--- config.mk ---
export PLATFORM = sky130hd
export DESIGN_NAME = inference_scheduler
export DESIGN_NICKNAME = d
export VERILOG_FILES = /design/src/rtl/inference_scheduler.sv
export SDC_FILE = /design/constraint.sdc
export NUM_CORES = 1
export LEC_CHECK = 0
export CAP_MARGIN = 0
export CORE_MARGIN = 10
export CORE_UTILIZATION = 47
export CTS_CLUSTER_DIAMETER = 30
export CTS_CLUSTER_SIZE = 25
export DETAILED_ROUTE_END_ITERATION = 10
export PLACE_DENSITY = 0.76
export SYNTH_ARGS = -nofsm -noshare
export SYNTH_HDL_FRONTEND = slang
export SYNTH_SLANG_ARGS = --single-unit
--- constraint.sdc ---
create_clock -name Clk -period 9 [get_ports Clk]
set_input_delay 1.35 -clock Clk [delete_from_list [all_inputs] [get_ports Clk]]
set_output_delay 1.35 -clock Clk [all_outputs]
set_load 0.05 [all_outputs]
--- src/rtl/inference_scheduler.sv ---
// inference_scheduler: loads one image into the input RAM, starts the network,
// waits for its result under a watchdog, picks the most probable class and
// hands digit + confidence to the consumer on a valid/ack handshake.
module inference_scheduler #(
  parameter int N_PIXELS  = 784,
  parameter int N_CLASSES = 10,
  parameter int DATA_W    = 16,
  parameter int ADDR_W    = 10,
  parameter int TIMEOUT   = 65535
) (
  input  logic                             Clk,
  input  logic                             Reset,
  input  logic                             Load_Valid,
  output logic                             Load_Ready,
  input  logic [DATA_W-1:0]                Load_Data,
  input  logic                             Load_Last,
  output logic                             Ram_We,
  output logic [ADDR_W-1:0]                Ram_Addr,
  output logic [DATA_W-1:0]                Ram_D,
  output logic                             Nn_Compute,
  input  logic                             Nn_R,
  input  logic [N_CLASSES-1:0][DATA_W-1:0] Probability,
  output logic                             Result_Valid,
  input  logic                             Result_Ack,
  output logic [3:0]                       Digit,
  output logic [DATA_W-1:0]                Confidence,
  output logic                             Busy,
  output logic [1:0]                       Err_Code
);

  typedef enum logic [2:0] {
    S_IDLE   = 3'd0,
    S_LOAD   = 3'd1,
    S_START  = 3'd2,
    S_WAIT   = 3'd3,
    S_ARGMAX = 3'd4,
    S_RESULT = 3'd5
  } state_t;

  state_t              state_reg, state_next;
  logic [ADDR_W-1:0]   pix_cnt_reg;
  logic [15:0]         wait_cnt_reg;
  logic [4:0]          arg_idx_reg;
  logic [DATA_W-1:0]   prob_reg [N_CLASSES];
  logic [DATA_W-1:0]   best_val_reg;
  logic [3:0]          best_idx_reg;
  logic                ram_we_reg;
  logic [ADDR_W-1:0]   ram_addr_reg;
  logic [DATA_W-1:0]   ram_d_reg;
  logic                nn_compute_reg;
  logic                result_valid_reg;
  logic [3:0]          digit_reg;
  logic [DATA_W-1:0]   confidence_reg;
  logic                busy_reg;
  logic [1:0]          err_reg;

  logic                accept;
  logic [ADDR_W-1:0]   beat_addr;
  logic                beat_final;
  logic                timeout_hit;
  logic                arg_active;
  logic [DATA_W-1:0]   cand_val;

  // State register
  always_ff @(posedge Clk or posedge Reset) begin
    if (Reset) state_reg <= S_IDLE;
    else       state_reg <= state_next;
  end

  // Next-state logic; the final beat decides between compute and an error
  always_comb begin
    state_next = state_reg;
    case (state_reg)
      S_IDLE, S_LOAD: begin
        if (accept) begin
          if (Load_Last && beat_final)      state_next = S_START;
          else if (Load_Last || beat_final) state_next = S_IDLE;
          else                              state_next = S_LOAD;
        end
      end
      S_START:  state_next = S_WAIT;
      S_WAIT: begin
        if (Nn_R)             state_next = S_ARGMAX;
        else if (timeout_hit) state_next = S_IDLE;
      end
      S_ARGMAX: if (arg_idx_reg == 5'(N_CLASSES)) state_next = S_RESULT;
      S_RESULT: if (Result_Ack) state_next = S_IDLE;
      default:  state_next = S_IDLE;
    endcase
  end

  // Combinational outputs and per-cycle decode; beat 0 is always taken from IDLE
  always_comb begin
    Load_Ready  = (state_reg == S_IDLE) || (state_reg == S_LOAD);
    accept      = Load_Valid && Load_Ready;
    beat_addr   = (state_reg == S_IDLE) ? '0 : pix_cnt_reg;
    beat_final  = (beat_addr == ADDR_W'(N_PIXELS - 1));
    // count+1 reaching TIMEOUT means this edge is the one where the count hits it
    timeout_hit = ({1'b0, wait_cnt_reg} + 17'd1) >= 17'(TIMEOUT);
    arg_active  = (state_reg == S_ARGMAX) && (arg_idx_reg < 5'(N_CLASSES));
    cand_val    = '0;
    if (arg_active) cand_val = prob_reg[arg_idx_reg[3:0]];
  end

  // Datapath: RAM write port, counters, argmax and registered outputs
  always_ff @(posedge Clk or posedge Reset) begin
    if (Reset) begin
      pix_cnt_reg      <= '0;
      wait_cnt_reg     <= '0;
      arg_idx_reg      <= '0;
      best_val_reg     <= '0;
      best_idx_reg     <= '0;
      ram_we_reg       <= 1'b0;
      ram_addr_reg     <= '0;
      ram_d_reg        <= '0;
      nn_compute_reg   <= 1'b0;
      result_valid_reg <= 1'b0;
      digit_reg        <= '0;
      confidence_reg   <= '0;
      busy_reg         <= 1'b0;
      err_reg          <= 2'b00;
      for (int i = 0; i < N_CLASSES; i++) prob_reg[i] <= '0;
    end else begin
      ram_we_reg <= accept;
      if (accept) begin
        ram_addr_reg <= beat_addr;
        ram_d_reg    <= Load_Data;
        pix_cnt_reg  <= beat_addr + ADDR_W'(1);
        // a new image clears any old error unless this beat is itself bad
        if (Load_Last && !beat_final)      err_reg <= 2'b01;
        else if (!Load_Last && beat_final) err_reg <= 2'b10;
        else                               err_reg <= 2'b00;
      end

      nn_compute_reg <= (state_reg == S_START);

      if (state_reg == S_WAIT) begin
        if ({1'b0, wait_cnt_reg} < 17'(TIMEOUT)) wait_cnt_reg <= wait_cnt_reg + 16'd1;
        if (Nn_R) begin
          for (int i = 0; i < N_CLASSES; i++) prob_reg[i] <= Probability[i];
        end else if (timeout_hit) begin
          err_reg <= 2'b11;
        end
      end else begin
        wait_cnt_reg <= '0;
      end

      if (state_reg == S_ARGMAX) arg_idx_reg <= arg_idx_reg + 5'd1;
      else                       arg_idx_reg <= '0;

      // strict greater-than keeps the lowest index on ties
      if (arg_active && ((arg_idx_reg == 5'd0) || (cand_val > best_val_reg))) begin
        best_val_reg <= cand_val;
        best_idx_reg <= arg_idx_reg[3:0];
      end

      if ((state_reg == S_ARGMAX) && (arg_idx_reg == 5'(N_CLASSES))) begin
        digit_reg      <= best_idx_reg;
        confidence_reg <= best_val_reg;
      end

      result_valid_reg <= (state_next == S_RESULT);
      busy_reg         <= (state_next != S_IDLE);
    end
  end

  assign Ram_We       = ram_we_reg;
  assign Ram_Addr     = ram_addr_reg;
  assign Ram_D        = ram_d_reg;
  assign Nn_Compute   = nn_compute_reg;
  assign Result_Valid = result_valid_reg;
  assign Digit        = digit_reg;
  assign Confidence   = confidence_reg;
  assign Busy         = busy_reg;
  assign Err_Code     = err_reg;

endmodule

==> results of run 1 <==
[power by group through the flow]
stage               registers [µW]  clock network (µW)  logic (µW)
finish                        1220                1980         184
global route                  1220                2080         198
CTS                           1220                2010         188
detailed placement            1240                   0         187
global placement              1240                   0         185
floorplan                     1270                   0        40.0
[cell usage after synthesis, drive strengths merged (7+ instances only)]
| cell | count |
|---|---|
| nor3 | 7 |
| xnor2 | 10 |
| a22oi | 16 |
| inv | 28 |
| mux2i | 17 |
| nand4 | 10 |
| a22o | 8 |
| clkbuf | 21 |
| nor2 | 56 |
| nand2 | 89 |
| a31oi | 17 |
| buf | 32 |
| a21oi | 24 |
| nand3 | 22 |
| dfrtp | 266 |
| mux4 | 32 |
| ha | 22 |
| o21ai | 30 |
| mux2 | 185 |
[cell type report]
type,count,area (µm²)
clock buffer,69,1450
tap,330,413
inverter,30,120
multi-input combinational,606,5160
fill,1848,8710
timing repair buffer,243,2410
clock inverter,29,407
sequential,266,6660
[tightest hold or removal path, delay by kind of cell (launching register included)]
kind,cells,cell delay (ns)
flip-flops,1,0.33
AND/OR/NAND/NOR,2,0.10
[cells by family after synthesis]
logic type	synth area share
DFF	0.547
muxes	0.245
xor gates and xnor gates	0.0108
and+or+nand+nor	0.0808
AOI/OAI and AO/OA	0.0644
buffers and inverters	0.0293
adders and majority gates	0.0226
[per-layer routing]
layer / GRT usage / up-vias / part of all wire
li1: - / 3964 / -
met4: 0.0607 / 0 / 0.023
met5: 0 / - / 0
met3: 0.0509 / 50 / 0.067
met2: 0.307 / 282 / 0.48
met1: 0.243 / 4288 / 0.43
[metrics by stage]
stage	total power [µW]	instances	setup slack, ns	utilization	hold slack (ns)
floorplan	1310	955	0.325	-	0.461
global placement	1420	1475	3.97	0.583	0.450
detailed placement	1420	1475	3.91	0.583	0.466
CTS	3420	1573	3.85	0.656	0.476
global route	3500	1573	3.48	0.656	0.490
finish	3390	1573	3.88	0.656	0.471
[worst max path at each step]
stage	from	endpoint	slack [ns]	cells after the start
2_1_floorplan	Reset	Busy	0.32	1
3_3_place_gp	arg_idx_reg[0]	best_idx_reg[0]	3.97	12
3_5_place_dp	arg_idx_reg[0]	best_val_reg[0]	3.91	12
4_1_cts	arg_idx_reg[0]	best_val_reg[0]	3.85	12
5_1_grt	arg_idx_reg[0]	best_idx_reg[0]	3.48	12
6_report	arg_idx_reg[0]	best_idx_reg[1]	3.88	12
==> qor.csv, run 1 <==
metric;value;unit
period_utilization_post_route;0.569;
synth_enable_flop_cells;0;
worst_r2r_startpoint;arg_idx_reg[0];
post_synth_instance_area;12200;µm²
final_worst_clock_skew;0.0246;ns
setup_repair_after_global_routing_missed_its_margin;no;
proportion_of_synthesized_chip_area_in_sequential_cells;0.547;
cts-buffers-inserted;53;
die_height;181;µm
drcViolationCount;0;
io_pins;235;
status;finished clean;
htree_levels;2;
critPathSlowestCell;o21bai_2;
reg2reg_depth;12;
report.final.hold_viol_count;0;
wl_per_cell;20.1;µm
power.share.clock;0.586;
rrSetupSlack;3.88;ns
synthCells;955;
p_int;2640;µW
crit_path_end_kind;register;
first_global_vias;9435;
synthDistinctLibCells;58;
synth_nets;1159;
most_common_cell_after_layout_fill_and_taps_aside;dfrtp_1;
cts.clk_slew.worst_paths;0.04;ns
synth_top_area_cell;dfrtp_1;
pwr_per_cell_area;204;nW/µm²
port_buffers;234;
tritoncts_num_sinks;266;
detail_route.first_pass.iterations;5;
cp_num_buf_inv;0;
critPathLaunchType;register;
power_frac_seq;0.360;
holdPathStages;2;
total_leakage_power;0.00780;µW
tritoncts_clock_tree;done;
place.gp.congestion;0.829;
final_nets;1404;
drt_first_iter_violations;523;
grt_first_pass_wirelength;50700;µm
setup_violations;0;
slew_viol_final;0;
timing.max_cap.violations;0;
synth.top_cells.by_area;dfrtp_1 55%, mux2_2 17%, mux4_2 5.9%;
crit_fanout;53;
post_synth.cell_area_avg;12.7;µm²
antenna_violating_nets_post_route;0;
total_vias_in_the_final_route;8584;
overflow;0;
critPathArrivalTime;5.55;ns
die_width;181;µm
ir_worst_vdd;0.142;mV
final.setup.tns;0;ns
grt_max_degree;141;
cts_hold_repair.buffers;0;
area_share_of_the_largest_cell_type_after_synthesis;0.547;
dpl-instance-area;14800;µm²
share_of_cells_above_drive_strength_1;0.265;
synth_warnings;0;
post_cts.resized_instances;0;
synth_seq_cells;266;
worst_r2r_endpoint;best_idx_reg[1];
worst-endpoint-required;9.42;ns
achievable-frequency;0.195;GHz
fin_crit;5.12;ns
avgViaCountPerCell;5.46;
hpwlAfterDp;22000;µm
design.die.area;32700;µm²
finalWirelength;31600;µm
core_area;25300;µm²
combPwrFrac;0.054;
std_cell_rows;58;
worst_slew_margin_rel;0.139;
worst_hold_startpoint;Err_Code[0];
measured_slew_at_the_worst_slew_check_pin;1.29;ns
start_util;0.480;
worstPathCellList;mux4_2 -> a22oi_1 -> nor2_1 -> a31oi_1 -> nor2_1 -> ha_1 -> a2111oi_0 -> o21ai_0 -> a221oi_1 -> a22oi_1 -> o21bai_2 -> mux2_2;
final_cell_mix;264 x dfrtp_1, 234 x clkdlybuf4s50_1, 185 x mux2_2, 88 x nand2_1, 56 x nor2_1;
postCtsSetupRepairBufs;0;
hold_class;reg -> reg;
clock_latency;0.56;ns
area.growth.synth_to_final;36.6;%
largest_reg_flops;160;
power.switching;744;µW
cts-root-buf;clkbuf_16;
critical-path-top-delay-family;compound AO/OA/AOI/OAI gates;
path_class;reg -> reg;
synthFlopType;dfrtp_1;
final_area;16600;µm²
timing.critical_path.slowest_cell_delay;1.01;ns
track_usage;0.190;
min_delay_worst_endpoint;Err_Code[0];
insertedDiodeCount;0;
grt_antenna_before_repair;0;
postSynth.asyncResetShare;1.00;
switching_share;0.220;
cts_max_path_buffers;3;
Power figures use the tool's default switching activity.
==> inputs of run 2 (changes only) <==
--- a/config.mk
+++ b/config.mk
@@ -7,11 +7,11 @@
 export LEC_CHECK = 0
 export CAP_MARGIN = 0
 export CORE_MARGIN = 10
-export CORE_UTILIZATION = 47
+export CORE_UTILIZATION = 50
 export CTS_CLUSTER_DIAMETER = 30
 export CTS_CLUSTER_SIZE = 25
 export DETAILED_ROUTE_END_ITERATION = 10
-export PLACE_DENSITY = 0.76
+export PLACE_DENSITY = 0.77
 export SYNTH_ARGS = -nofsm -noshare
 export SYNTH_HDL_FRONTEND = slang
 export SYNTH_SLANG_ARGS = --single-unit
==> constraint.sdc (replaced) <==
create_clock -name Clk -period 5 [get_ports Clk]
set_input_delay 0.75 -clock Clk [delete_from_list [all_inputs] [get_ports Clk]]
set_output_delay 0.75 -clock Clk [all_outputs]
set_load 0.05 [all_outputs]
==> run 2 against run 1 <==
  * Global-route usage is 1.6 points higher
  * Largest cell class unchanged
  * Register-to-register slack worse by 3.3 ns
  * Total power is 78% higher
  * Count of clock-buffer cells in the layout did not move
  * Clock power rose by 77%
  * Via count is 1.6% higher
  * Non-clock buffer count increased by 5
  * Final cell count increased by 0.13%
  * Core utilization grew 3.5 points
  * First-iteration DRC count down 0.19%
==> qor.csv, run 2 (synthesis gave the netlist of run 1 again) <==
metric;value;unit
power.share.clock;0.581;
pwr_per_cell_area;362;nW/µm²
layout.area.seq;6660;µm²
most_common_cell_after_layout_fill_and_taps_aside;dfrtp_1;
achievable-frequency;0.227;GHz
pre_cts_setup_slack;0.669;ns
share_of_cells_above_drive_strength_1;0.275;
final_worst_clock_skew;0.0268;ns
htree_levels;2;
setup_repair_after_global_routing_missed_its_margin;no;
postCtsSetupRepairBufs;0;
drcViolationCount;0;
setup_violations;0;
cts-root-buf;clkbuf_16;
clock_latency;0.55;ns
overflow;0;
timing.max_cap.violations;0;
place.gp.congestion;0.827;
tritoncts_num_sinks;266;
largest_reg_flops;160;
crit_path_end_kind;register;
avgViaCountPerCell;5.54;
grt_antenna_before_repair;0;
worst_slew_margin_rel;0.317;
port_buffers;234;
measured_slew_at_the_worst_slew_check_pin;1.02;ns
cts_hold_repair.buffers;0;
antenna_violating_nets_post_route;0;
hpwlAfterDp;22600;µm
area.growth.synth_to_final;37.0;%
detail_route.first_pass.iterations;5;
core_area;24100;µm²
std_cell_rows;57;
total_leakage_power;0.00783;µW
first_global_vias;9383;
rrSetupSlack;0.60;ns
slew_viol_final;0;
wl_per_cell;20.4;µm
critPathArrivalTime;4.81;ns
path_class;reg -> reg;
final_nets;1410;
insertedDiodeCount;0;
start_util;0.504;
critPathLaunchType;register;
track_usage;0.206;
design.die.area;31000;µm²
worst-endpoint-required;5.41;ns
power.switching;1340;µW
final.setup.tns;0;ns
finalWirelength;32200;µm
hold_class;reg -> reg;
final.setup.worst_slack;0.599;ns
cts.clk_slew.worst_paths;0.05;ns
report.final.hold_viol_count;0;
cts_max_path_buffers;3;
fin_crit;4.40;ns
p_int;4690;µW
die_height;176;µm
drt_first_iter_violations;522;
status;finished clean;
worstSetupStartpoint;arg_idx_reg[0];
total_vias_in_the_final_route;8723;
multi_input_area;5160;µm²
combPwrFrac;0.056;
crit_fanout;39;
post_cts.resized_instances;0;
ir_worst_vdd;0.349;mV
grt_max_degree;138;
grt_first_pass_wirelength;51200;µm
switching_share;0.222;
tritoncts_clock_tree;done;
power_frac_seq;0.364;
worst_r2r_startpoint;arg_idx_reg[0];
die_width;176;µm
io_pins;235;
cts-buffers-inserted;54;
period_utilization_post_route;0.880;
fillers;1760;
final_cell_mix;264 x dfrtp_1, 234 x clkdlybuf4s50_1, 185 x mux2_2, 88 x nand2_1, 57 x clkbuf_16;
worst_hold_startpoint;Ram_D[1];
==> run 2: changes by cell type in the layout (fill, tap and decap cells not counted), sizes merged <==
cell	before	now
clkinvlp	5	11
buf	9	14
bufinv	7	3
clkinv	16	19
inv	31	29
==> run 2: area by class of cell <==
type                            instances  area share
Sequential cell                       266       0.400
Inverter                               30     0.00698
Timing Repair Buffer                  248       0.149
Clock inverter                         32      0.0172
Clock buffer                           69      0.0931
Tap cell                              324      0.0243
Multi-Input combinational cell        606       0.310
==> run 2: final timing paths <==
path / endpoint / depth (start not counted)
max: best_idx_reg[1] / 12
min: Ram_D[1] / 2
max reg2reg: best_idx_reg[1] / 12
min reg2reg: Ram_D[1] / 2
max in group asynchronous: prob_reg[65] / 3
min in group asynchronous: prob_reg[20] / 3
==> run 2: worst max-delay path: stages, from the launching register on <==
cell and delay (ns):
dfrtp_4 0.85, buf_4 0.43, mux4_2 0.55, a31oi_1 0.22, nor2_1 0.07, ha_1 0.22
a2111oi_0 0.45, o21ai_0 0.18, a221oi_1 0.34, a22oi_1 0.16, o21bai_2 0.18, buf_4 0.25
mux2_2 0.36
==> run 2: routing by layer <==
metal  up-vias  GRT usage  wire, µm
met4         0     0.0675       657
met3        48     0.0519      2170
met1      4383      0.270     13900
met5         -          0         0
met2       323      0.328     15400
li1       3969          -         -
==> run 2: through the flow <==
| stage | total power [µW] | cell area, µm² | hold WS (ns) | util | instances |
|---|---|---|---|---|---|
| floorplan | 2350 | 12200 | 0.461 | - | 955 |
| global placement | 2560 | 14800 | 0.452 | 0.615 | 1474 |
| detailed placement | 2560 | 14800 | 0.462 | 0.615 | 1474 |
| CTS | 6090 | 16700 | 0.473 | 0.691 | 1575 |
| global route | 6220 | 16700 | 0.492 | 0.691 | 1575 |
| finish | 6030 | 16700 | 0.470 | 0.691 | 1575 |
==> run 2: power groups by stage <==
stage               logic, µW  clock network, µW  registers (µW)
global route              360               3670            2190
detailed placement        338                  0            2230
global placement          335                  0            2220
CTS                       341               3550            2190
finish                    335               3500            2190
floorplan                72.4                  0            2280
==> variant 1 (config.mk and constraints of run 2) <==
The parameter `DATA_W` goes from 16 to 18.
--- a/src/rtl/inference_scheduler.sv
+++ b/src/rtl/inference_scheduler.sv
@@ -5,5 +5,5 @@
   parameter int N_PIXELS  = 784,
   parameter int N_CLASSES = 10,
-  parameter int DATA_W    = 16,
+  parameter int DATA_W    = 18,
   parameter int ADDR_W    = 10,
   parameter int TIMEOUT   = 65535
Interface: changed (resized Confidence, Load_Data, Probability and Ram_D); port bits go from 235 to 261. The function was not compared with the original's and may differ.
==> variant 1 against run 2 <==
Sequential cell count is 26 higher; total power grew 14%; setup slack got worse by 39 ps; final area rose by 11%; clock power grew 17%; largest power group unchanged; sequential power up 10%; combinational power rose by 14%; highest routed layer is now met5; wire length grew 9.6%; clock skew shrank 9.3 ps; largest cell class unchanged; area after synthesis grew 9.9%.
==> variant 1: results (changes against run 2) <==
- Outcome: complete, no violations
- Routed WL: 35200 um (+9.6%)
- Worst setup path endpoint: best_val_reg[0]
- Worst R2R Setup Slack: 560 ps (-40 ps)
- Leakage power: 0.00869 uW (+11%)
- Clock Latency Late Sink: 570 ps (+20 ps)
- Worst VDD drop: 0.283 mV (-19%)
- Post-synthesis sequential area ratio: 0.547 (-0.000570)
- Max reg flops: 180 (+13%)
- Worst Skew: 17.6 ps (-9.25 ps)
- First-pass GRT wire length: 56000 um (+9.3%)
- Syn nets: 1276 (+10%)
- Commonest cells post-synth: 292 x dfrtp_1, 203 x mux2_2, 91 x nand2_1, 79 x nor2_1, 40 x a21oi_1
- Share of cells above drive strength 1: 0.275 (-0.000342)
- I/O Buffers: 260 (+11%)
- Vias in the first global route: 10.4k (+11%)
- Hold WS: 458 ps (-12.0 ps)
- Initial antenna violation count: 1 (+1)
- Worst EP arrival: 4880 ps (+70 ps)
- Cells after DPL: 1600 (+8.5%)
- Yosys cell types: 56 (-3.4%)
- DP Wirelength: 25000 um (+11%)
- Worst Tran Pin Value: 1050 ps (+28.9 ps)
- Total track usage: 0.209 (+0.00314)
- Iter 0 DRT Violations: 676 (+30%)
- Largest cells by area after synthesis: dfrtp_1 55%, mux2_2 17%, mux4_2 6.1%
- Gp weighted congestion: 0.866 (+4.7%)
- Vias/cell: 5.49 (-0.83%)
## variant 1: per-layer routing
metal | vias up | part of all wire | track usage
li1 | 4318 | - | -
met4 | 2 | 0.025 | 0.0643
met1 | 4725 | 0.42 | 0.255
met5 | - | 0.00037 | 0
met3 | 59 | 0.069 | 0.0625
met2 | 316 | 0.49 | 0.350
## variant 1: power breakdown
group          total (uW)  internal [uW]  switching (uW)
clock network        4080           2760            1310
logic                 381            192             189
registers            2410           2400            18.7
total                6870           5350            1520
## variant 1: worst min path at each step
stage | end | depth (start not counted)
after CTS | prob_reg[147] | 2
after detailed placement | Ram_D[13] | 2
after floorplan | pix_cnt_reg[1] | 2
final | prob_reg[147] | 2
after global placement | Ram_Addr[3] | 2
after global routing | prob_reg[147] | 2
## variant 1: kinds of logic after synthesis
logic type / synth area share
flops: 0.547
mux: 0.260
simple gates: 0.0815
compound gates: 0.0475
buf+inv: 0.0294
fa+ha+maj: 0.0225
xor+xnor: 0.0125
## variant 1: final cells by class
| type | instances | area, um^2 |
|---|---|---|
| fill | 1819 | 7780 |
| sequential | 292 | 7310 |
| multi-input combinational | 663 | 5670 |
| timing repair buffer | 277 | 2760 |
| clock buffer | 73 | 1640 |
| clock inverter | 42 | 495 |
| tap | 335 | 419 |
| inverter | 33 | 128 |
## variant 1: worst max-delay path: stages (launching register included)
cell,delay [ps]
dfrtp_4,790
buf_4,450
mux4_2,560
a31oi_1,270
nor2_1,90
ha_1,330
nand3_1,100
or4_1,590
a31o_2,270
a31oi_4,260
nor2b_2,80
buf_4,210
mux2_4,310
## variant 1: stage by stage
step	total power, uW	area, um^2	setup slack (ps)
floorplan	2600	13400	375
global route	7090	18400	272
detailed placement	2840	16300	631
global placement	2830	16300	727
finish	6870	18400	560
CTS	6940	18400	522
==> variant 2 (flow settings as in run 2) <==
Without the edit above. Put one more register stage on the output `Digit`, without a reset. The value now appears one clock later. The other outputs are not delayed to match.
--- a/src/rtl/inference_scheduler.sv
+++ b/src/rtl/inference_scheduler.sv
@@ -170,5 +170,7 @@
   assign Nn_Compute   = nn_compute_reg;
   assign Result_Valid = result_valid_reg;
-  assign Digit        = digit_reg;
+  always_ff @(posedge Clk) begin
+    Digit <= digit_reg;
+  end
   assign Confidence   = confidence_reg;
   assign Busy         = busy_reg;
Formal check against the unedited RTL: same outputs for any inputs over 4 cycles, from zero or initial values and one cycle with Reset high; that may be too few to reach the edited logic, so the function may still have changed.
==> variant 2 against run 2 <==
Global-route usage is 1.6 points higher; die area rose by 2.9%; clock skew down 3.1 ps; non-clock buffer count up 5; wire length rose by 11%; setup slack improved by 7.4 ps; area after synthesis increased by 3.3%; final area rose by 2.6%; count of clock-buffer cells in the layout increased by 1; sequential cell count is 4 higher; critical endpoint is now best_val_reg[4].
Power is not compared: it rests on default switching activity, and its combinational part moved more than twofold at a synthesized area within 25%.
==> variant 2: results (changes against run 2) <==
- # fillers: 1736 (-1.4%)
- Initial antenna violation count: 7 (+7)
- Post-synthesis sequential area ratio: 0.536 (-0.0113)
- Mapped Avg Cell Area: 12.1 um^2 (-5.0%)
- Synth Area in Compound Gates: 0.0926 (+0.0282)
- Cells after DPL: 1552 (+5.3%)
- Pre-CTS WS: 681 ps (+11.7 ps)
- Worst VDD drop: 0.329 mV
- Largest cells by area after synthesis: dfrtp_1 53%, mux2_2 9.9%, mux2_1 6.9%
- Slowest stage delay, CP: 730 ps (-120 ps)
- Length in cells of the worst reg-to-reg path: 13 (+1)
- Slowest cell on the critical path: dfrtp_1
- Largest net degree at the start of global routing: 140 (+1.4%)
- Delay-heaviest family, CP: compound AO/OA/AOI/OAI gates
- Post-cts sizing count: 0 (unchanged)
- Rel. slew slack: 0.288 (-0.0291)
- Htree depth: 2 (unchanged)
- CTS Root Cell: clkbuf_16
- Fin nets: 1490 (+5.7%)
- Outcome: complete, no violations
- XOR/XNOR share of the synthesized area: 0.0119 (+0.00105)
- Routed WL: 35600 um (+11%)
- DP Wirelength: 25300 um (+12%)
- HP Class: flip-flop to flip-flop
- Syn nets: 1243 (+7.2%)
- Total track usage: 0.221 (+0.0155)
- CP max FO: 17 (-56%)
- First-pass GRT wire length: 55100 um (+7.6%)
- Async S/R FF share, synth: 0.985 (-0.0148)
- Iter 0 DRT Violations: 875 (+68%)
- Vias in the first global route: 9773 (+4.2%)
- Yosys synthesis warning count: 0 (unchanged)
- Commonest cells post-synth: 266 x dfrtp_1, 110 x mux2_2, 100 x nand2_1, 77 x mux2_1, 64 x mux2i_1
- Count leader, synth: dfrtp_1
- Leakage power: 0.00754 uW
- Share of cells above drive strength 1: 0.190 (-0.0852)
- Gp weighted congestion: 0.879 (+6.3%)
- Yosys cell types: 70 (+21%)
- TritonCTS Buffers: 56 (+3.7%)
- Fin cells: 1662 (+5.5%)
- Register clock-pin slew on the reported worst setup and hold paths: 50 ps (about the same)
- Adder-cell share of the synthesized area: 0.0219 (-0.000730)
- Vias/cell: 5.59 (+0.94%)
- Hold path depth: 0 (-2)
- Drc violations: 0 (unchanged)
- Clock Tree Buf Depth: 3 (unchanged)
- Worst EP arrival: 4850 ps (+40 ps)
- Worst Skew: 23.7 ps (-3.09 ps)
- Post-synthesis mux area share: 0.219 (-0.0260)
==> variant 2: final timing paths <==
path,from,to,slack [ps]
setup / recovery,arg_idx_reg[0],best_val_reg[4],610
hold / removal,digit_reg[2],Digit[2],370
setup reg to reg,arg_idx_reg[0],best_val_reg[4],610
hold reg to reg,digit_reg[2],Digit[2],370
max in group asynchronous,Reset,arg_idx_reg[1],3570
min in group asynchronous,Reset,best_idx_reg[1],770
==> variant 2: kinds of logic (layout without fill, tap and decap cells) <==
family,after synthesis,after routing
flops,270,270
mux,251,251
simple gates,222,222
compound gates,170,170
buf+inv,87,381
fa+ha+maj,22,22
xor+xnor,17,17
other cells,0,5
==> variant 2: where the power goes <==
| group | switching (uW) | internal (uW) |
|---|---|---|
| logic | 534 | 541 |
| registers | 213 | 2580 |
| clock network | 1200 | 2410 |
| total | 1950 | 5530 |
==> variant 2: cell type report <==
class | instances | area, um^2 | share of cell area
Clock buffer | 70 | 1530 | 0.0892
Clock inverter | 35 | 358 | 0.0209
Tap cell | 324 | 405 | 0.0237
Sequential cell | 270 | 6740 | 0.394
Multi-Input combinational cell | 682 | 5440 | 0.318
Antenna cell | 5 | 12.5 | 0.000732
Timing Repair Buffer | 253 | 2520 | 0.148
Inverter | 23 | 90.1 | 0.00527
==> variant 2: per-layer routing <==
| metal | track usage | share of wire |
|---|---|---|
| met1 | 0.271 | 0.40 |
| met4 | 0.0741 | 0.021 |
| met2 | 0.365 | 0.50 |
| met3 | 0.0672 | 0.080 |
| met5 | 0 | 0.00051 |
==> variant 2: per-stage QoR <==
step | instance area (um^2) | hold WS [ps]
after floorplan | 12600 | 342
after global placement | 15200 | 352
after detailed placement | 15200 | 353
after CTS | 17100 | 372
after global routing | 17100 | 387
final | 17100 | 372
